==> config.mk <==
export PLATFORM = sky130hd
export DESIGN_NAME = instruction_fetch_unit
export DESIGN_NICKNAME = d
export VERILOG_FILES = /design/src/rtl/instruction_fetch_unit.sv
export SDC_FILE = /design/constraint.sdc
export NUM_CORES = 1
export LEC_CHECK = 0
export CAP_MARGIN = 20
export CORE_MARGIN = 3
export CORE_UTILIZATION = 43
export DETAILED_ROUTE_END_ITERATION = 12
export PLACE_DENSITY = 0.81
export SLEW_MARGIN = 0
export SYNTH_ARGS = -nofsm -noshare
export SYNTH_HDL_FRONTEND = slang
export SYNTH_SLANG_ARGS = --single-unit
==> constraint.sdc <==
create_clock -name CLK -period 2.7 [get_ports CLK]
set_clock_uncertainty 0.2 [all_clocks]
set_input_delay 0.54 -clock CLK [delete_from_list [all_inputs] [get_ports CLK]]
set_output_delay 0.54 -clock CLK [all_outputs]
set_load 0.01 [all_outputs]
==> src/rtl/instruction_fetch_unit.sv <==
// Fetch stage: owns the PC, runs the IMEM read handshake and feeds the IF/ID register.
// Define IFU_HOLD_BUFFER_EN to add the HOLD state that buffers a stalled instruction instead of re-reading it.
module instruction_fetch_unit #(
    parameter logic [31:0] RESET_PC = 32'h0000_0000
) (
    input  logic        CLK,
    input  logic        RESET,
    input  logic        STALL,
    input  logic        BRANCH_TAKEN,
    input  logic [31:0] BRANCH_TARGET,
    output logic        IMEM_READ,
    output logic [31:0] IMEM_ADDRESS,
    input  logic [31:0] IMEM_READDATA,
    input  logic        IMEM_BUSYWAIT,
    output logic [31:0] OUT_INSTRUCTION,
    output logic [31:0] OUT_PC,
    output logic        BUSYWAIT
);
    localparam logic [1:0] ST_FETCH = 2'd0;
`ifdef IFU_HOLD_BUFFER_EN
    localparam logic [1:0] ST_HOLD  = 2'd1;
`endif
    localparam logic [1:0] ST_DRAIN = 2'd2;

    logic [1:0]  state_r;
    logic [1:0]  state_nxt_s;
    logic [31:0] pc_r;
    logic [31:0] pc_nxt_s;
    logic [31:0] pend_target_r;
    logic [31:0] pend_target_nxt_s;
    logic [31:0] pc_inc_s;
    logic [31:0] drain_target_s;
`ifdef IFU_HOLD_BUFFER_EN
    logic [31:0] hold_instr_r;
    logic [31:0] hold_instr_nxt_s;
`endif

    assign pc_inc_s       = pc_r + 32'd4;
    assign drain_target_s = BRANCH_TAKEN ? BRANCH_TARGET : pend_target_r;
    assign IMEM_ADDRESS   = pc_r;
    assign OUT_PC         = pc_r;

    // Output decode: read request, presented instruction and the IF/ID load qualifier
    always_comb begin
        IMEM_READ       = 1'b0;
        OUT_INSTRUCTION = 32'h0000_0000;
        BUSYWAIT        = 1'b1;
        if (RESET) begin
            IMEM_READ       = 1'b0;
            OUT_INSTRUCTION = 32'h0000_0000;
            BUSYWAIT        = 1'b1;
        end else begin
            case (state_r)
                ST_FETCH: begin
                    IMEM_READ       = 1'b1;
                    OUT_INSTRUCTION = IMEM_READDATA;
                    BUSYWAIT        = IMEM_BUSYWAIT | BRANCH_TAKEN;
                end
`ifdef IFU_HOLD_BUFFER_EN
                ST_HOLD: begin
                    IMEM_READ       = 1'b0;
                    OUT_INSTRUCTION = hold_instr_r;
                    BUSYWAIT        = BRANCH_TAKEN;
                end
`endif
                ST_DRAIN: begin
                    // Old read must complete before the redirect target is fetched
                    IMEM_READ       = 1'b1;
                    OUT_INSTRUCTION = 32'h0000_0000;
                    BUSYWAIT        = 1'b1;
                end
                default: begin
                    IMEM_READ       = 1'b0;
                    OUT_INSTRUCTION = 32'h0000_0000;
                    BUSYWAIT        = 1'b1;
                end
            endcase
        end
    end

    // Next-state logic: redirect first, then memory wait, then stall/delivery
    always_comb begin
        state_nxt_s       = state_r;
        pc_nxt_s          = pc_r;
        pend_target_nxt_s = pend_target_r;
`ifdef IFU_HOLD_BUFFER_EN
        hold_instr_nxt_s  = hold_instr_r;
`endif
        case (state_r)
            ST_FETCH: begin
                if (BRANCH_TAKEN) begin
                    if (IMEM_BUSYWAIT) begin
                        pend_target_nxt_s = BRANCH_TARGET;
                        state_nxt_s       = ST_DRAIN;
                    end else begin
                        pc_nxt_s    = BRANCH_TARGET;
                        state_nxt_s = ST_FETCH;
                    end
                end else if (IMEM_BUSYWAIT) begin
                    state_nxt_s = ST_FETCH;
                end else if (!STALL) begin
                    pc_nxt_s    = pc_inc_s;
                    state_nxt_s = ST_FETCH;
                end else begin
`ifdef IFU_HOLD_BUFFER_EN
                    hold_instr_nxt_s = IMEM_READDATA;
                    state_nxt_s      = ST_HOLD;
`else
                    // Without the buffer the same PC is simply re-read next cycle
                    state_nxt_s = ST_FETCH;
`endif
                end
            end
`ifdef IFU_HOLD_BUFFER_EN
            ST_HOLD: begin
                if (BRANCH_TAKEN) begin
                    pc_nxt_s    = BRANCH_TARGET;
                    state_nxt_s = ST_FETCH;
                end else if (!STALL) begin
                    pc_nxt_s    = pc_inc_s;
                    state_nxt_s = ST_FETCH;
                end else begin
                    state_nxt_s = ST_HOLD;
                end
            end
`endif
            ST_DRAIN: begin
                if (!IMEM_BUSYWAIT) begin
                    pc_nxt_s    = drain_target_s;
                    state_nxt_s = ST_FETCH;
                end else begin
                    pend_target_nxt_s = drain_target_s;
                    state_nxt_s       = ST_DRAIN;
                end
            end
            default: begin
                state_nxt_s = ST_FETCH;
            end
        endcase
    end

    // State registers with synchronous reset
    always_ff @(posedge CLK) begin
        if (RESET) begin
            pc_r          <= RESET_PC;
            state_r       <= ST_FETCH;
            pend_target_r <= 32'h0000_0000;
`ifdef IFU_HOLD_BUFFER_EN
            hold_instr_r  <= 32'h0000_0000;
`endif
        end else begin
            pc_r          <= pc_nxt_s;
            state_r       <= state_nxt_s;
            pend_target_r <= pend_target_nxt_s;
`ifdef IFU_HOLD_BUFFER_EN
            hold_instr_r  <= hold_instr_nxt_s;
`endif
        end
    end
endmodule

==> results.yml <==
status:
  status: "finished clean"
sta:
  slew_headroom_pct: 69.8
  rsz0062_at_grt: "false"
  min_period_ns: 2.58
  tightest_slew_ns: 0.453
  max_freq_mhz: 388
  setup-violations-final: 0
  drv_slew: 0
  setup_slack_ns: 0.124
  timing.hold.ws_ns: 0.252
  hold_viol: 0
  fin_crit_sh_pct: 95.4
  tns_ns: 0
global_route:
  grt_first_pass_wirelength_um: 21700
  grt.total_usage_pct: 26.8
  grt_max_degree: 45
  antenna_found_initial: 0
  grt_overflow: 0
  grt_pass1_vias: 4303
route:
  drt-pass1-iter-count: 5
  routed.top_layer: "met4"
  met1Wirelength_um: 5380
  detail-route-antenna-nets: 0
  via_per_inst: 5.74
  finalWirelength_um: 13900
  drt_iter0_drc: 398
  wl_per_cell_um: 17.7
  dr_wl_met2_um: 6960
  wl_met3_um: 1360
  drc: 0
  vias: 4514
cells_and_area:
  final_cell_area_mm2: 0.00574
  syn2layout_area_growth_pct: 46.7
  fin_nets: 744
  n_antenna_cell: 0
  stdcell_count: 787
  drive_above_1_share_pct: 8.39
  finish.utilization_pct: 65.5
clock_tree:
  clock_latency_ns: 0.35
  clockBufferDepth: 2
  clk_pin_slew_ns: 0.07
  cts_root_buf: "clkbuf_8"
  cts_max_level: 3
  tritoncts: "done"
  clock-sinks: 65
  cts_buffers: 9
pwr:
  p_leak_nw: 2.06
  p_per_area_mw_per_mm2: 451
  ir_drop_mv: 0.211
  total_power_mw: 2.59
floorplan:
  ios: 167
  dieArea_mm2: 0.0103
  rows: 34
  core-area_mm2: 0.00876
  die_w_um: 101
  initial_utilization_pct: 44.6
  die_y_um: 101
setup_path:
  critical_path.endpoint: "BUSYWAIT"
  regToRegStartpoint: "IMEM_ADDRESS[3]$_SDFFE_PP0P_"
  cp-startpoint: "BRANCH_TAKEN"
  crit_required_ns: 1.96
  worst-path-max-fanout: 2
  arrival_ns: 1.84
  r2r_cells: 6
  worstSetupPathType: "in2out"
  r2r_end: "IMEM_ADDRESS[30]$_SDFFE_PP0P_"
  ff2ff_setup_slack_ns: 0.39
  critical_path.endpoint_type: "output port"
  start_kind: "primary input"
yosys:
  syn_inst: 541
  synth_compound_area_share_pct: 24.9
  yosys.area.top_type: "dfxtp_1"
  synth-seq-cells: 65
  synth-simple-area-share_pct: 29.7
  synth_fa_ha_area_share_pct: 0.320
  synthArstFlopShare_pct: 0
  syn_nets: 611
  synth.avg_cell_area_um2: 7.23
  synth_area_mm2: 0.00391
  yosys.area.top_type_share_pct: 33.3
  synth_top_family_by_area: "simple AND/OR/NAND/NOR gates"
  synth_mux_area_share_pct: 0.768
  synth_edf_count: 0
  yosys-top-cells-area: "dfxtp_1 33%, nand2_1 11%, a21oi_1 8.4%, buf_4 6.1%, and2_1 5.4%"
  synth_ff_type: "dfxtp_1"
  synth.distinct_cells: 58
  synth-seq-area-share_pct: 33.3
  synth_xor_area_share_pct: 0
  yosys_warnings: 0
place:
  place_congestion: 0.905
  post-place-ws_ns: -0.0688
  io_buffers: 166
  dpl.cell_count: 771
  place_area_mm2: 0.00553
  dp_hpwl_um: 10300
hold_path:
  min_path_type: "reg2reg"
  worstHoldStart: "pend_target_r[26]$_SDFFE_PP0P_"
run:
  cap_violations: 0
routing by layer:
layer  vias to the layer above  global-route usage [%]
met2                       244                    45.2
met5                         -                       0
li1                       2137                       -
met4                         0                    9.41
met1                      2113                    32.8
met3                        20                    7.64
critical path: stages:
cell	delay (ns)
clkdlybuf4s50_1	0.41
or2_1	0.25
or3_1	0.32
dlygate4sd2_1	0.30
cells in the mapped netlist (all sizes together) (2+ instances only):
master,n
o21ai,37
o32ai,3
nand2,110
or2,2
a2bb2oi,4
and2,35
and3,12
a21bo,2
a221oi,2
or3,3
nand3,10
o211ai,10
a21oi,66
nand2b,2
o41ai,7
o31a,3
or4,2
nand4,5
inv,6
nor2,22
and4,8
a21o,2
o22ai,2
nor4,3
dfxtp,65
nor3,14
a32o,3
mux2i,3
buf,38
a22oi,3
a31oi,6
clkbuf,35
logic make-up (layout without fill, tap and decap cells):
group,after synthesis,after routing
mux,3,3
buf+inv,80,218
fa+ha+maj,1,1
flops,65,65
simple gates,233,233
compound gates,159,159
cell usage in the layout (no fill, tap or decap), drive strengths merged, types with 3 or more instances in the layout:
master         synthesis  routed
and3                  12      12
nor3                  14      14
mux2i                  3       3
or3                    3       3
clkdlybuf4s50          0     164
a31oi                  6       6
nand4                  5       5
buf                   38      30
nor4                   3       3
o211ai                10      10
nand3                 10      10
clkbuf                35      14
and4                   8       8
dfxtp                 65      65
a22oi                  3       3
inv                    6       6
o31a                   3       3
o32ai                  3       3
nand2                110     110
o21ai                 37      37
a21oi                 66      66
nor2                  22      22
a32o                   3       3
a2bb2oi                4       4
and2                  35      35
o41ai                  7       7
report_power, final:
part / switching [mW] / leakage [nW] / total, mW / internal, mW
Sequential: 0.0596 / 0.532 / 1.07 / 1.01
Clock: 0.379 / 0.107 / 0.881 / 0.502
Combinational: 0.290 / 1.42 / 0.635 / 0.345
area by class of cell:
| type | instances | area [µm²] |
|---|---|---|
| Fill cell | 741 | 3030 |
| Multi-Input combinational cell | 396 | 2180 |
| Timing Repair Buffer | 195 | 1890 |
| Sequential cell | 65 | 1300 |
| Clock buffer | 14 | 173 |
| Tap cell | 108 | 135 |
| Clock inverter | 2 | 35.0 |
| Inverter | 7 | 26.3 |
state kept, by name (all words and copies together), names as in the netlist:
signal	flops
IMEM_ADDRESS	32
pend_target_r	32
state_r	1
repair_timing:
| action | in CTS | in global routing |
|---|---|---|
| buffers inserted | 0 | 0 |
| resized for setup | 1 | 0 |
| setup endpoints to repair | 1 | 0 |
| hold buffers | 0 | 0 |
worst min-delay path by stage:
stage / to / slack, ns / cells past startpoint
finish: pend_target_r[26]$_SDFFE_PP0P_ / 0.25 / 2
global route: pend_target_r[28]$_SDFFE_PP0P_ / 0.27 / 2
CTS: pend_target_r[26]$_SDFFE_PP0P_ / 0.25 / 2
detailed placement: pend_target_r[26]$_SDFFE_PP0P_ / 0.24 / 2
global placement: pend_target_r[5]$_SDFFE_PP0P_ / 0.24 / 2
floorplan: pend_target_r[11]$_SDFFE_PP0P_ / 0.23 / 2
No activity file was read; power rests on OpenSTA's default activity.
